$ cat config.mk
export PLATFORM = sky130hd
export DESIGN_NAME = alu_issue
export DESIGN_NICKNAME = d
export VERILOG_FILES = /design/src/rtl/alu_issue.sv
export SDC_FILE = /design/constraint.sdc
export NUM_CORES = 1
export LEC_CHECK = 0
export BUFFER_PORTS_ARGS = -buffer_cell sky130_fd_sc_hd__buf_2
export CAP_MARGIN = 30
export CORE_ASPECT_RATIO = 1.1
export CORE_MARGIN = 5
export CORE_UTILIZATION = 51
export CTS_CLUSTER_SIZE = 20
export DETAILED_ROUTE_END_ITERATION = 10
export GPL_TIMING_DRIVEN = 0
export HOLD_SLACK_MARGIN = 0.1
export PLACE_DENSITY = 0.82
export REMOVE_ABC_BUFFERS = 1
export SLEW_MARGIN = 40
export SYNTH_ARGS = -nofsm -noshare
export SYNTH_HDL_FRONTEND = slang
export SYNTH_SLANG_ARGS = --single-unit
$ cat constraint.sdc
create_clock -name clk -period 4.45 [get_ports clk]
set_clock_uncertainty 0.05 [all_clocks]
set_input_delay 0.445 -clock clk [delete_from_list [all_inputs] [get_ports clk]]
set_output_delay 0.445 -clock clk [all_outputs]
set_load 0.005 [all_outputs]
$ cat src/rtl/alu_issue.sv
// alu_issue: requester-side sequencer for the combinational alu block.
//
// Accepts one operation at a time from decode. It drives the operands and
// then parks alu_func at IDLE_FUNC for one cycle (PRIME), so the ALU always
// sees a func change, even for identical back-to-back operations. It then
// issues the requested func and waits SETTLE_CYCLES cycles. Finally it
// captures the ALU result and flags, and holds them on the response channel
// until they are consumed.
//
// Parameters:
//   SETTLE_CYCLES  cycles the requested func is held before capture (1..15)
//   IDLE_FUNC      func code driven while not executing (not a real ALU op)
//
// Ports:
//   clk, rst_n                      clock, async active-low reset
//   req_valid/req_ready             request handshake
//   req_op1/req_op2/req_func        operation from decode
//   alu_op1/alu_op2/alu_func        registered drive to the ALU
//   alu_result, alu_overflow,
//   alu_equals, alu_above, alu_zero ALU outputs
//   rsp_valid/rsp_ready             response handshake
//   rsp_result, rsp_flags           captured result, {ovf, eq, above, zero}
//   rsp_err                         operation was not executed
//   busy                            sequencer not idle
//
// Build option:
//   ALU_ISSUE_DIV0_TRAP_EN  when defined, a divide with alu_op2 == 0 is not
//                           issued. It returns rsp_err=1 with the overflow
//                           flag set instead.
module alu_issue #(
   parameter int unsigned SETTLE_CYCLES = 1,
   parameter logic [2:0]  IDLE_FUNC     = 3'b111
) (
   input  logic        clk,
   input  logic        rst_n,
   input  logic        req_valid,
   output logic        req_ready,
   input  logic [31:0] req_op1,
   input  logic [31:0] req_op2,
   input  logic [2:0]  req_func,
   output logic [31:0] alu_op1,
   output logic [31:0] alu_op2,
   output logic [2:0]  alu_func,
   input  logic [31:0] alu_result,
   input  logic        alu_overflow,
   input  logic        alu_equals,
   input  logic        alu_above,
   input  logic        alu_zero,
   output logic        rsp_valid,
   input  logic        rsp_ready,
   output logic [31:0] rsp_result,
   output logic [3:0]  rsp_flags,
   output logic        rsp_err,
   output logic        busy
);

   typedef enum logic [1:0] {
      IDLE  = 2'd0,
      PRIME = 2'd1,
      EXEC  = 2'd2,
      DONE  = 2'd3
   } state_t;

   state_t      state;
   state_t      state_nxt;
   logic [2:0]  func_q;
   logic [3:0]  count;
   logic        illegal;
   logic        div0;
   logic        reject;
   logic        rsp_take;

   assign illegal  = (func_q == 3'b111);
`ifdef ALU_ISSUE_DIV0_TRAP_EN
   assign div0     = (func_q == 3'b011) && (alu_op2 == '0);
`else
   assign div0     = 1'b0;
`endif
   assign reject   = illegal || div0;
   assign rsp_take = rsp_valid && rsp_ready;

   assign req_ready = (state == IDLE);
   assign busy      = (state != IDLE);

   always_ff @(posedge clk or negedge rst_n) begin
      if (!rst_n) begin
         state <= IDLE;
      end else begin
         state <= state_nxt;
      end
   end

   always_comb begin
      state_nxt = state;
      unique case (state)
         IDLE:    if (req_valid)     state_nxt = PRIME;
         PRIME:   state_nxt = reject ? DONE : EXEC;
         EXEC:    if (count == '0)   state_nxt = DONE;
         DONE:    if (rsp_take)      state_nxt = IDLE;
         default: state_nxt = IDLE;
      endcase
   end

   always_ff @(posedge clk or negedge rst_n) begin
      if (!rst_n) begin
         alu_op1    <= '0;
         alu_op2    <= '0;
         alu_func   <= IDLE_FUNC;
         func_q     <= '0;
         count      <= '0;
         rsp_valid  <= 1'b0;
         rsp_result <= '0;
         rsp_flags  <= '0;
         rsp_err    <= 1'b0;
      end else begin
         unique case (state)
            IDLE: begin
               if (req_valid) begin
                  alu_op1 <= req_op1;
                  alu_op2 <= req_op2;
                  func_q  <= req_func;
               end
            end
            PRIME: begin
               if (reject) begin
                  // Not issued: alu_func stays at IDLE_FUNC.
                  rsp_result <= '0;
                  rsp_flags  <= div0 ? 4'b1000 : 4'b0000;
                  rsp_err    <= 1'b1;
                  rsp_valid  <= 1'b1;
               end else begin
                  alu_func <= func_q;
                  count    <= 4'(SETTLE_CYCLES - 1);
               end
            end
            EXEC: begin
               if (count != '0) begin
                  count <= count - 4'd1;
               end else begin
                  rsp_result <= alu_result;
                  rsp_flags  <= {alu_overflow, alu_equals, alu_above, alu_zero};
                  rsp_err    <= 1'b0;
                  rsp_valid  <= 1'b1;
                  alu_func   <= IDLE_FUNC;
               end
            end
            DONE: begin
               if (rsp_take) rsp_valid <= 1'b0;
            end
            default: ;
         endcase
      end
   end

endmodule

After elaboration in Yosys (flattened, before gate mapping)
Cells that the tools add are included.
- register bits after elaboration: 114
- input bits: 107
- output and inout port bits: 107
- word-level logic and storage cells: 58
- add/subtract/negate cells: 1
- eq/ne operators: 11
- mux-type cells: 23
- reduce and logical (&&, ||, !) cells: 13
- operators by type and width (kind ; count):
    2-to-1 mux 32 bit ; 2
    case mux 32 bit (2 select lines) ; 1
    2-to-1 mux 4 bit ; 4
    case mux 4 bit (2 select lines) ; 2
    inequality test 2 bit, second input constant ; 7
    AND reduction 3 bit ; 4
    case mux 2 bit (4 select lines) ; 1
    2-to-1 mux 2 bit ; 3
    2-to-1 mux 3 bit ; 2
    case mux 3 bit (2 select lines) ; 1
    2-to-1 mux 1 bit ; 5
    equality test 2 bit, second input constant ; 2
    zero test 4 bit ; 1
    AND reduction 4 bit ; 1
    nonzero test 2 bit ; 2
    nonzero test 4 bit ; 1
    subtractor 4 x 1 -> 4 bit, second input constant ; 1
    equality test 3 bit, second input constant ; 1
    case mux 1 bit (3 select lines) ; 1
    nonzero test 3 bit ; 1
    equality test 2 x 1 -> 1 bit, second input constant ; 1
    zero test 2 bit ; 1
    case mux 1 bit (2 select lines) ; 1
    AND reduction 2 bit ; 1
    logical AND 1 bit ; 1

Logic depth before layout (Yosys ltp)
Gate-level depths: netlist of the first run.
- depth after elaboration: 3
- gate-level depth with buffers: 8
- mapped depth without buffers: 6

Worst setup path after synthesis of the first run
Ideal clock, no wire load.
- path kind: flip-flop to flip-flop
- from: register state[0]
- to: register alu_op1[12]
- setup time: 125 ps
- data arrival time: 1688 ps
- data required time: 4275 ps
- path slack: 2588 ps
- cell stages (with the launch flop): 7
- path buffers: 2
- clock period less this slack: 1862 ps
- path through: dfrtp_1 > inv_1 > ha_1 > nand2_1 > clkbuf_1 > buf_2 > mux2_2
- word-level cells in the longest chain between the ends: 2
- ends and longest elaborated chain (what ; line ; text):
    from (decl) ; 64 ; state_t state;
    from (signal assigned) ; 89 ; state <= state_nxt;
    zero test 2 bit ; - ;
    named net req_ready ; 37 ; output logic req_ready,
    AND reduction 2 bit (no source line) ; - ;
    to (signal assigned) ; 119 ; alu_op1 <= req_op1;
    to (decl) ; 41 ; output logic [31:0] alu_op1,
The timed path passes the listed nets, and every way through them passes these cells.
A chain may end at the register's enable or synchronous reset.

Worst setup path in the final report of the first run
- from: register state[0]
- to: register rsp_result[3]
- word-level cells in the longest chain between the ends: 3
- elaborated cells between the ends (all ways): 7
- those cells by class: eq/ne: 4; mux: 1; reduce/logical: 2
- ends and longest elaborated chain (what ; line ; text):
    equality test 2 x 1 -> 1 bit / equality test 2 bit (equally long branches) ; 116 ; unique case (state)
    inequality test 2 bit (no source line) / nonzero test 2 bit (equally long branches) ; - ;
    AND reduction 3 bit (no source line) ; - ;
    to (signal assigned) ; 140 ; rsp_result <= alu_result;
    to (decl) ; 51 ; output logic [31:0] rsp_result,
Parallel ways exist; a longest one is shown, timed or not.

==> impl_results.html, run 1 <==
<table>
<tr><th>Metric</th><th>Value</th></tr>
<tr><th colspan="2">Cells and area</th></tr>
<tr><td>Final core occ</td><td>75.9%</td></tr>
<tr><td>Layout cells sized above 1</td><td>51.2%</td></tr>
<tr><td>Top library cells by usage in the layout, fill and taps aside</td><td>buf_2, dfrtp_1, mux2_2</td></tr>
<tr><td>Most frequent standard cell in the layout excluding fill and tap cells</td><td>buf_2</td></tr>
<tr><td>Net count, final</td><td>731</td></tr>
<tr><td>Filler cells</td><td>578</td></tr>
<tr><td>Antenna Diode Count</td><td>0</td></tr>
<tr><td>Area added between synthesis and finish</td><td>47.6%</td></tr>
<tr><th colspan="2">Worst setup path</th></tr>
<tr><td>Critical-path cell list</td><td>inv_1, ha_1, inv_1, nor2_2, o21ai_2, a22o_1</td></tr>
<tr><td>Required time of the critical path</td><td>approximately 4.8 ns</td></tr>
<tr><td>Startpoint kind of the worst setup timing path</td><td>flip-flop</td></tr>
<tr><td>Cell occurring most often along the worst timing path</td><td>inv_1</td></tr>
<tr><td>Worst R2R Setup Slack</td><td>approximately 1.4 ns</td></tr>
<tr><td>Slowest stage delay, CP</td><td>0.76 ns</td></tr>
<tr><td>CP Data Arrival Time</td><td>3.35 ns</td></tr>
<tr><td>Cell type group with the largest total delay on the critical path</td><td>simple AND/OR/NAND/NOR gates</td></tr>
<tr><td>Critical path endpoint category</td><td>flip-flop</td></tr>
<tr><td>Cell with the biggest individual delay on the critical path</td><td>nor2_2</td></tr>
<tr><td>Combined buffer and inverter count along the critical path</td><td>2</td></tr>
<tr><td>Worst R2R End</td><td>rsp_result[3]</td></tr>
<tr><td>Beginning of the worst register-to-register path</td><td>state[0]</td></tr>
<tr><td>Largest driver fanout on the critical path</td><td>23</td></tr>
<tr><td>Type of the worst setup path</td><td>reg2reg</td></tr>
<tr><td>Number of cells on the worst reg-to-reg path</td><td>6</td></tr>
<tr><th colspan="2">Die</th></tr>
<tr><td>Area of the core region</td><td>9260 um2</td></tr>
<tr><td>Die boundary height</td><td>111 um</td></tr>
<tr><td>Total I/O pin count</td><td>214</td></tr>
<tr><td>Die X-Extent</td><td>102 um</td></tr>
<tr><td>Overall die area</td><td>11,400 um2</td></tr>
<tr><td>Site Rows</td><td>37</td></tr>
<tr><td>Initial core utilization</td><td>approximately half</td></tr>
<tr><th colspan="2">Timing</th></tr>
<tr><td>Maximum clock frequency</td><td>approximately 330 MHz</td></tr>
<tr><td>Worst-Margin Slew</td><td>0.838 ns</td></tr>
<tr><td>Crit share post-route</td><td>67.7%</td></tr>
<tr><td>Number of pins exceeding their max-slew limit in the final report</td><td>0</td></tr>
<tr><td>Crit path time final</td><td>3.01 ns</td></tr>
<tr><td>Max-slew headroom</td><td>44.2%</td></tr>
<tr><td>Setup repair after global routing missed its margin</td><td>no</td></tr>
<tr><td>Minimum hold slack</td><td>0.120 ns</td></tr>
<tr><td>Hold Fails Final Rpt</td><td>0</td></tr>
<tr><td>Setup violation total in the final timing report</td><td>0</td></tr>
<tr><td>Final total negative setup slack</td><td>0 ns</td></tr>
<tr><th colspan="2">Global route</th></tr>
<tr><td>Initial antenna violation count</td><td>0</td></tr>
<tr><td>Global routing usage summed across all routing layers</td><td>26.5%</td></tr>
<tr><td>Total overflow reported by the global router</td><td>0</td></tr>
<tr><td>Global-route wire length before repair</td><td>23,300 um</td></tr>
<tr><td>Pin count of the biggest net entering global routing</td><td>60</td></tr>
<tr><td>Vias in the first global route</td><td>4,523</td></tr>
<tr><th colspan="2">Routing</th></tr>
<tr><td>Post-DRT Antenna Nets</td><td>0</td></tr>
<tr><td>Total iterations of the first detailed-routing run</td><td>4</td></tr>
<tr><td>Routed length per instance</td><td>between 15 and 20 um</td></tr>
<tr><td>DRT iter0 DRCs</td><td>around 220</td></tr>
<tr><td># DRC</td><td>0</td></tr>
<tr><td>Routed wire length</td><td>14,800 um</td></tr>
<tr><td>Via-to-Cell Ratio</td><td>5.55</td></tr>
<tr><td>Detailed-route via count</td><td>around 4,200</td></tr>
<tr><th colspan="2">CTS</th></tr>
<tr><td>Clock tree from TritonCTS</td><td>built</td></tr>
<tr><td>Reg clk slew, reported paths</td><td>approximately 0.060 ns</td></tr>
<tr><td>CTS max path bufs</td><td>2</td></tr>
<tr><td>Cts bufs inserted</td><td>17</td></tr>
<tr><td>Buffer count from post-CTS setup fixing</td><td>0</td></tr>
<tr><td>H-tree depth</td><td>4</td></tr>
<tr><td>Clock sink count</td><td>114</td></tr>
<tr><td>Skew-Pair Late Insertion Delay</td><td>0.50 ns</td></tr>
<tr><td>Root buf cell</td><td>clkbuf_8</td></tr>
<tr><th colspan="2">Synthesis</th></tr>
<tr><td>Mean instance size in the synthesized netlist</td><td>roughly 13 um2</td></tr>
<tr><td>Syn Std Cell Area</td><td>4760 um2</td></tr>
<tr><td>Yosys reg bits</td><td>roughly 110</td></tr>
<tr><td>Fraction of the yosys area taken by sequential cells</td><td>60.0%</td></tr>
<tr><td>Instance count of the mapped netlist</td><td>360</td></tr>
<tr><td>Yosys synthesis warning count</td><td>0</td></tr>
<tr><td>Number of library cell types mapped by synthesis</td><td>34</td></tr>
<tr><th colspan="2">Place</th></tr>
<tr><td>Global placement routability congestion</td><td>0.813</td></tr>
<tr><td>Post-detailed-placement half-perimeter wirelength</td><td>roughly 9400 um</td></tr>
<tr><td>Number of input and output port buffers inserted</td><td>between 200 and 250</td></tr>
<tr><th colspan="2">Worst hold path</th></tr>
<tr><td>Hold Crit Class</td><td>in2reg</td></tr>
<tr><td>WHS Endpoint</td><td>alu_op2[25]</td></tr>
<tr><td>Worst hold start</td><td>req_op2[25]</td></tr>
<tr><td>Count of cells along the worst hold path</td><td>2</td></tr>
<tr><th colspan="2">Power and ir drop</th></tr>
<tr><td>Total power draw</td><td>0.00521 W</td></tr>
<tr><td>PwrDens</td><td>740 nW/um2</td></tr>
<tr><td>Max IR drop VDD</td><td>0.000449 V</td></tr>
<tr><td>Leakage power summed over all cells</td><td>3.40 nW</td></tr>
<tr><th colspan="2">Job</th></tr>
<tr><td>Number of max-capacitance violations reported</td><td>0</td></tr>
<tr><th colspan="2">Run status</th></tr>
<tr><td>Outcome</td><td>finished clean</td></tr>
</table>
==> how the worst max path moves through the flow <==
stage	start	endpoint	slack, ns	cells past startpoint
4_1_cts	state[0]	rsp_result[1]	1.51	6
5_1_grt	state[0]	rsp_result[3]	1.18	6
3_3_place_gp	state[0]	rsp_result[11]	0.92	6
2_1_floorplan	state[0]	alu_op1[0]	1.73	4
6_report	state[0]	rsp_result[3]	1.44	6
3_5_place_dp	state[0]	rsp_result[1]	1.51	6
==> Yosys cell counts <==
cell type,instances,area share (%)
a211oi_1,2,0.32
a21oi_1,4,0.42
a222oi_1,1,0.21
a22o_1,20,3.7
a22oi_1,16,2.5
a2bb2oi_1,3,0.55
a31oi_1,1,0.13
a32oi_1,16,2.9
and3_1,1,0.13
and4b_1,1,0.21
buf_2,9,0.95
buf_4,1,0.16
clkbuf_1,12,0.95
dfrtp_1,111,58
dfstp_2,3,1.7
ha_1,6,1.6
inv_1,9,0.71
mux2_2,67,16
mux2i_1,1,0.21
nand2_1,26,2.0
nand2b_1,1,0.13
nand3_1,5,0.53
nand4_1,1,0.13
nand4b_1,1,0.18
nor2_1,9,0.71
nor2b_1,1,0.13
nor3_1,2,0.21
nor3b_2,1,0.26
o211ai_1,16,2.5
o21ai_0,6,0.63
o21ai_1,1,0.10
o22ai_1,3,0.39
o311ai_0,2,0.37
or3b_1,1,0.18
==> per-stage QoR <==
stage | cell area (um2) | instances | setup slack (ns)
finish | 7030 | 748 | 1.44
global route | 7030 | 748 | 1.18
CTS | 7020 | 747 | 1.51
detailed placement | 5970 | 670 | 1.51
global placement | 5880 | 668 | 0.925
floorplan | 4670 | 338 | 1.73
==> flip-flops by register name, summed over array words and instances, names as in the netlist <==
signal	count
rsp_valid	1
alu_op2	32
alu_func	3
state	2
rsp_err	1
alu_op1	32
count	4
rsp_result	32
func_q	3
rsp_flags	4
==> report_power, final <==
part	internal, W	total, W	switching [W]	leakage, nW
sequential	0.00156	0.00189	0.000331	1.38
clock	0.000918	0.00138	0.000466	0.291
combinational	0.000985	0.00194	0.000951	1.73
total	0.00346	0.00521	0.00175	3.40
==> area by class of cell <==
cell class	count	area, um2	share of cell area, %
clock buffers	21	439	6.25
clock inverters	11	160	2.28
inverters	9	33.8	0.480
multi-input cells	215	1810	25.7
flip-flops and latches	114	2860	40.6
well taps	117	146	2.08
repair buffers	261	1590	22.5
==> cell families after synthesis <==
group / Yosys count / synth area share, %
AO/OA/AOI/OAI: 91 / 14.8
multiplexers: 68 / 16.0
buffers and inverters: 31 / 2.76
flip-flops: 114 / 60.0
adder cells (fa/ha/maj): 6 / 1.58
AND/OR/NAND/NOR: 50 / 4.86
==> layer usage <==
| metal | GRT usage (%) | share of wire (%) | up-vias |
|---|---|---|---|
| li1 | - | - | 1871 |
| met1 | 29.2 | 34 | 2047 |
| met2 | 45.4 | 53 | 198 |
| met3 | 10.8 | 9.7 | 39 |
| met4 | 9.71 | 2.9 | 0 |
| met5 | 0 | 0 | - |
==> timing repair <==
action,in CTS,in global routing
resized for setup,0,0
endpoints found under the hold margin,96,0
endpoints found under the setup margin,0,0
hold buffers,45,0
Power figures use the tool's default switching activity.
==> inputs of run 2 (changes only) <==
--- a/config.mk
+++ b/config.mk
@@ -9,12 +9,12 @@
 export CAP_MARGIN = 30
 export CORE_ASPECT_RATIO = 1.1
 export CORE_MARGIN = 5
-export CORE_UTILIZATION = 51
+export CORE_UTILIZATION = 42
 export CTS_CLUSTER_SIZE = 20
 export DETAILED_ROUTE_END_ITERATION = 10
 export GPL_TIMING_DRIVEN = 0
 export HOLD_SLACK_MARGIN = 0.1
-export PLACE_DENSITY = 0.82
+export PLACE_DENSITY = 0.71
 export REMOVE_ABC_BUFFERS = 1
 export SLEW_MARGIN = 40
 export SYNTH_ARGS = -nofsm -noshare
==> constraint.sdc (replaced) <==
create_clock -name clk -period 2.6 [get_ports clk]
set_clock_uncertainty 0.05 [all_clocks]
set_input_delay 0.26 -clock clk [delete_from_list [all_inputs] [get_ports clk]]
set_output_delay 0.26 -clock clk [all_outputs]
set_load 0.005 [all_outputs]
==> impl_results.html, run 2 (synthesized netlist as in run 1, its figures left out) <==
<table>
<tr><th>Metric</th><th>Value</th></tr>
<tr><th colspan="2">CTS</th></tr>
<tr><td>Cts bufs inserted</td><td>17</td></tr>
<tr><td>Root buf cell</td><td>clkbuf_16</td></tr>
<tr><td>CTS max path bufs</td><td>2</td></tr>
<tr><td>Clock tree from TritonCTS</td><td>built</td></tr>
<tr><td>Clock sink count</td><td>114</td></tr>
<tr><td>Reg clk slew, reported paths</td><td>0.06 ns</td></tr>
<tr><td>Skew-Pair Late Insertion Delay</td><td>0.40 ns</td></tr>
<tr><td>H-tree depth</td><td>4</td></tr>
<tr><th colspan="2">Worst hold path</th></tr>
<tr><td>Hold Crit Class</td><td>in2reg</td></tr>
<tr><td>Worst hold start</td><td>alu_result[20]</td></tr>
<tr><th colspan="2">Routing</th></tr>
<tr><td>Detailed-route via count</td><td>~4,400</td></tr>
<tr><td>Routed wire length</td><td>16,400 um</td></tr>
<tr><td>Total iterations of the first detailed-routing run</td><td>6</td></tr>
<tr><td>Routed length per instance</td><td>19.7 um</td></tr>
<tr><td># DRC</td><td>0</td></tr>
<tr><td>Post-DRT Antenna Nets</td><td>0</td></tr>
<tr><td>Via-to-Cell Ratio</td><td>5.32</td></tr>
<tr><td>DRT iter0 DRCs</td><td>288</td></tr>
<tr><th colspan="2">Run status</th></tr>
<tr><td>Outcome</td><td>finished clean</td></tr>
<tr><th colspan="2">Cells and area</th></tr>
<tr><td>Net count, final</td><td>approximately 790</td></tr>
<tr><td>Registers with the highest flip-flop counts</td><td>alu_op1 x32, alu_op2 x32, rsp_result x32</td></tr>
<tr><td>Seq. cell area</td><td>between 2000 and 3000 um2</td></tr>
<tr><td>Area used by multi-input combinational logic</td><td>1840 um2</td></tr>
<tr><td>Layout Cell Area excl Fill</td><td>roughly 7700 um2</td></tr>
<tr><td>Layout cells sized above 1</td><td>47.9%</td></tr>
<tr><td>Most frequent standard cell in the layout excluding fill and tap cells</td><td>buf_2</td></tr>
<tr><td>Count of placed standard cells in the final layout, fillers left out</td><td>around 840</td></tr>
<tr><td>Top library cells by usage in the layout, fill and taps aside</td><td>buf_2, dfrtp_1, dlygate4sd3_1</td></tr>
<tr><td>Filler cells</td><td>748</td></tr>
<tr><td>Area added between synthesis and finish</td><td>61.5%</td></tr>
<tr><th colspan="2">Global route</th></tr>
<tr><td>Global routing usage summed across all routing layers</td><td>24.3%</td></tr>
<tr><td>Pin count of the biggest net entering global routing</td><td>68</td></tr>
<tr><td>Total overflow reported by the global router</td><td>0</td></tr>
<tr><td>Global-route wire length before repair</td><td>26,100 um</td></tr>
<tr><td>Initial antenna violation count</td><td>0</td></tr>
<tr><td>Vias in the first global route</td><td>4,976</td></tr>
<tr><th colspan="2">Worst setup path</th></tr>
<tr><td>CP Data Arrival Time</td><td>~2.7 ns</td></tr>
<tr><td>Critical path origin</td><td>state[0]</td></tr>
<tr><td>Largest driver fanout on the critical path</td><td>17</td></tr>
<tr><td>Startpoint kind of the worst setup timing path</td><td>flip-flop</td></tr>
<tr><td>Required time of the critical path</td><td>2.86 ns</td></tr>
<tr><td>Beginning of the worst register-to-register path</td><td>state[0]</td></tr>
<tr><td>Critical path endpoint category</td><td>flip-flop</td></tr>
<tr><td>Type of the worst setup path</td><td>reg2reg</td></tr>
<tr><th colspan="2">Timing</th></tr>
<tr><td>Worst-Margin Slew</td><td>around 0.59 ns</td></tr>
<tr><td>Final total negative setup slack</td><td>0 ns</td></tr>
<tr><td>Setup repair after global routing missed its margin</td><td>no</td></tr>
<tr><td>Hold Fails Final Rpt</td><td>0</td></tr>
<tr><td>Maximum clock frequency</td><td>between 400 and 500 MHz</td></tr>
<tr><td>Max-slew headroom</td><td>60.4%</td></tr>
<tr><td>Crit share post-route</td><td>92.2%</td></tr>
<tr><td>Setup violation total in the final timing report</td><td>0</td></tr>
<tr><td>Number of pins exceeding their max-slew limit in the final report</td><td>0</td></tr>
<tr><td>Crit path time final</td><td>~2.4 ns</td></tr>
<tr><td>Min setup slack post-route</td><td>0.202 ns</td></tr>
<tr><th colspan="2">Place</th></tr>
<tr><td>Post-Place Setup Slack</td><td>-0.431 ns</td></tr>
<tr><td>Post-detailed-placement half-perimeter wirelength</td><td>~9700 um</td></tr>
<tr><td>Global placement routability congestion</td><td>0.763</td></tr>
<tr><td>Dpl cell area</td><td>6000 um2</td></tr>
<tr><td>Number of input and output port buffers inserted</td><td>213</td></tr>
<tr><td>Cells after DPL</td><td>700</td></tr>
<tr><th colspan="2">Die</th></tr>
<tr><td>Die boundary height</td><td>between 100 and 150 um</td></tr>
<tr><td>Site Rows</td><td>40</td></tr>
<tr><td>Overall die area</td><td>13,600 um2</td></tr>
<tr><td>Total I/O pin count</td><td>214</td></tr>
<tr><td>Area of the core region</td><td>11,000 um2</td></tr>
<tr><td>Die X-Extent</td><td>112 um</td></tr>
<tr><td>Initial core utilization</td><td>between 40 and 50%</td></tr>
<tr><th colspan="2">Power and ir drop</th></tr>
<tr><td>PwrDens</td><td>roughly 1200 nW/um2</td></tr>
<tr><td>Leakage power summed over all cells</td><td>3.65 nW</td></tr>
<tr><td>Max IR drop VDD</td><td>~0.00062 V</td></tr>
<tr><th colspan="2">Job</th></tr>
<tr><td>Number of max-capacitance violations reported</td><td>0</td></tr>
</table>
-- run 2: cell types whose count changed in the layout (fill, tap and decap cells not counted), moves of 2 or more --
cell	delta
nor2_4	+4
nor2_2	-4
clkinv_2	-2
buf_4	+4
dlygate4sd3_1	+51
-- run 2: metrics by stage --
step / util (%) / hold WS [ns] / power [W]
global placement: 53.7 / 0.428 / 0.00626
CTS: 69.2 / 0.100 / 0.00914
floorplan: - / -0.0856 / 0.00490
global route: 69.9 / 0.115 / 0.00983
finish: 69.9 / 0.115 / 0.00928
detailed placement: 54.5 / 0.141 / 0.00643
-- run 2: what timing repair did --
action | 4_1_cts | 5_1_grt
endpoints found under the setup margin | 33 | 31
gates resized for setup | 4 | 1
gates cloned | 0 | 1
hold endpoints to repair | 142 | 0
setup buffers | 0 | 5
pin swaps | 0 | 1
hold buffers | 96 | 0
-- run 2: final cells by class --
| class | count | area share, % |
|---|---|---|
| Antenna cell | 1 | 0.0325 |
| Clock buffer | 22 | 5.90 |
| Clock inverter | 10 | 2.36 |
| Inverter | 9 | 0.488 |
| Multi-Input combinational cell | 215 | 23.9 |
| Sequential cell | 114 | 37.1 |
| Tap cell | 147 | 2.39 |
| Timing Repair Buffer | 316 | 27.7 |
| Timing Repair inverter | 1 | 0.0651 |
-- run 2: final timing paths --
path | end | depth (start not counted) | slack (ns)
worst min-delay path | rsp_result[20] | 3 | 0.11
worst max-delay path | rsp_result[21] | 7 | 0.20
worst max register to register | rsp_result[21] | 7 | 0.20
worst min register to register | rsp_result[3] | 1 | 0.44
max in group asynchronous | alu_func[1] | 3 | 1.50
min in group asynchronous | alu_op1[3] | 2 | 0.30
-- run 2: critical path, cell delays in order (launching register included) --
cell and delay (ns):
dfrtp_1 0.41, inv_1 0.10, ha_1 0.53, clkinvlp_4 0.45, nor2_4 0.23, buf_4 0.25, a32oi_1 0.15, o211ai_1 0.13
-- run 2: report_power, final --
group,internal (W),switching [W]
Sequential,0.00266,0.000578
Clock,0.00172,0.000816
Combinational,0.00177,0.00173
-- run 2: layer usage --
metal  GRT usage [%]  vias to the layer above  wire [um]
li1                -                     1977          -
met1            25.8                     2201       5780
met2            44.0                      226       8790
met3            8.69                       37       1440
met4            9.89                        0        422
met5               0                        -          0
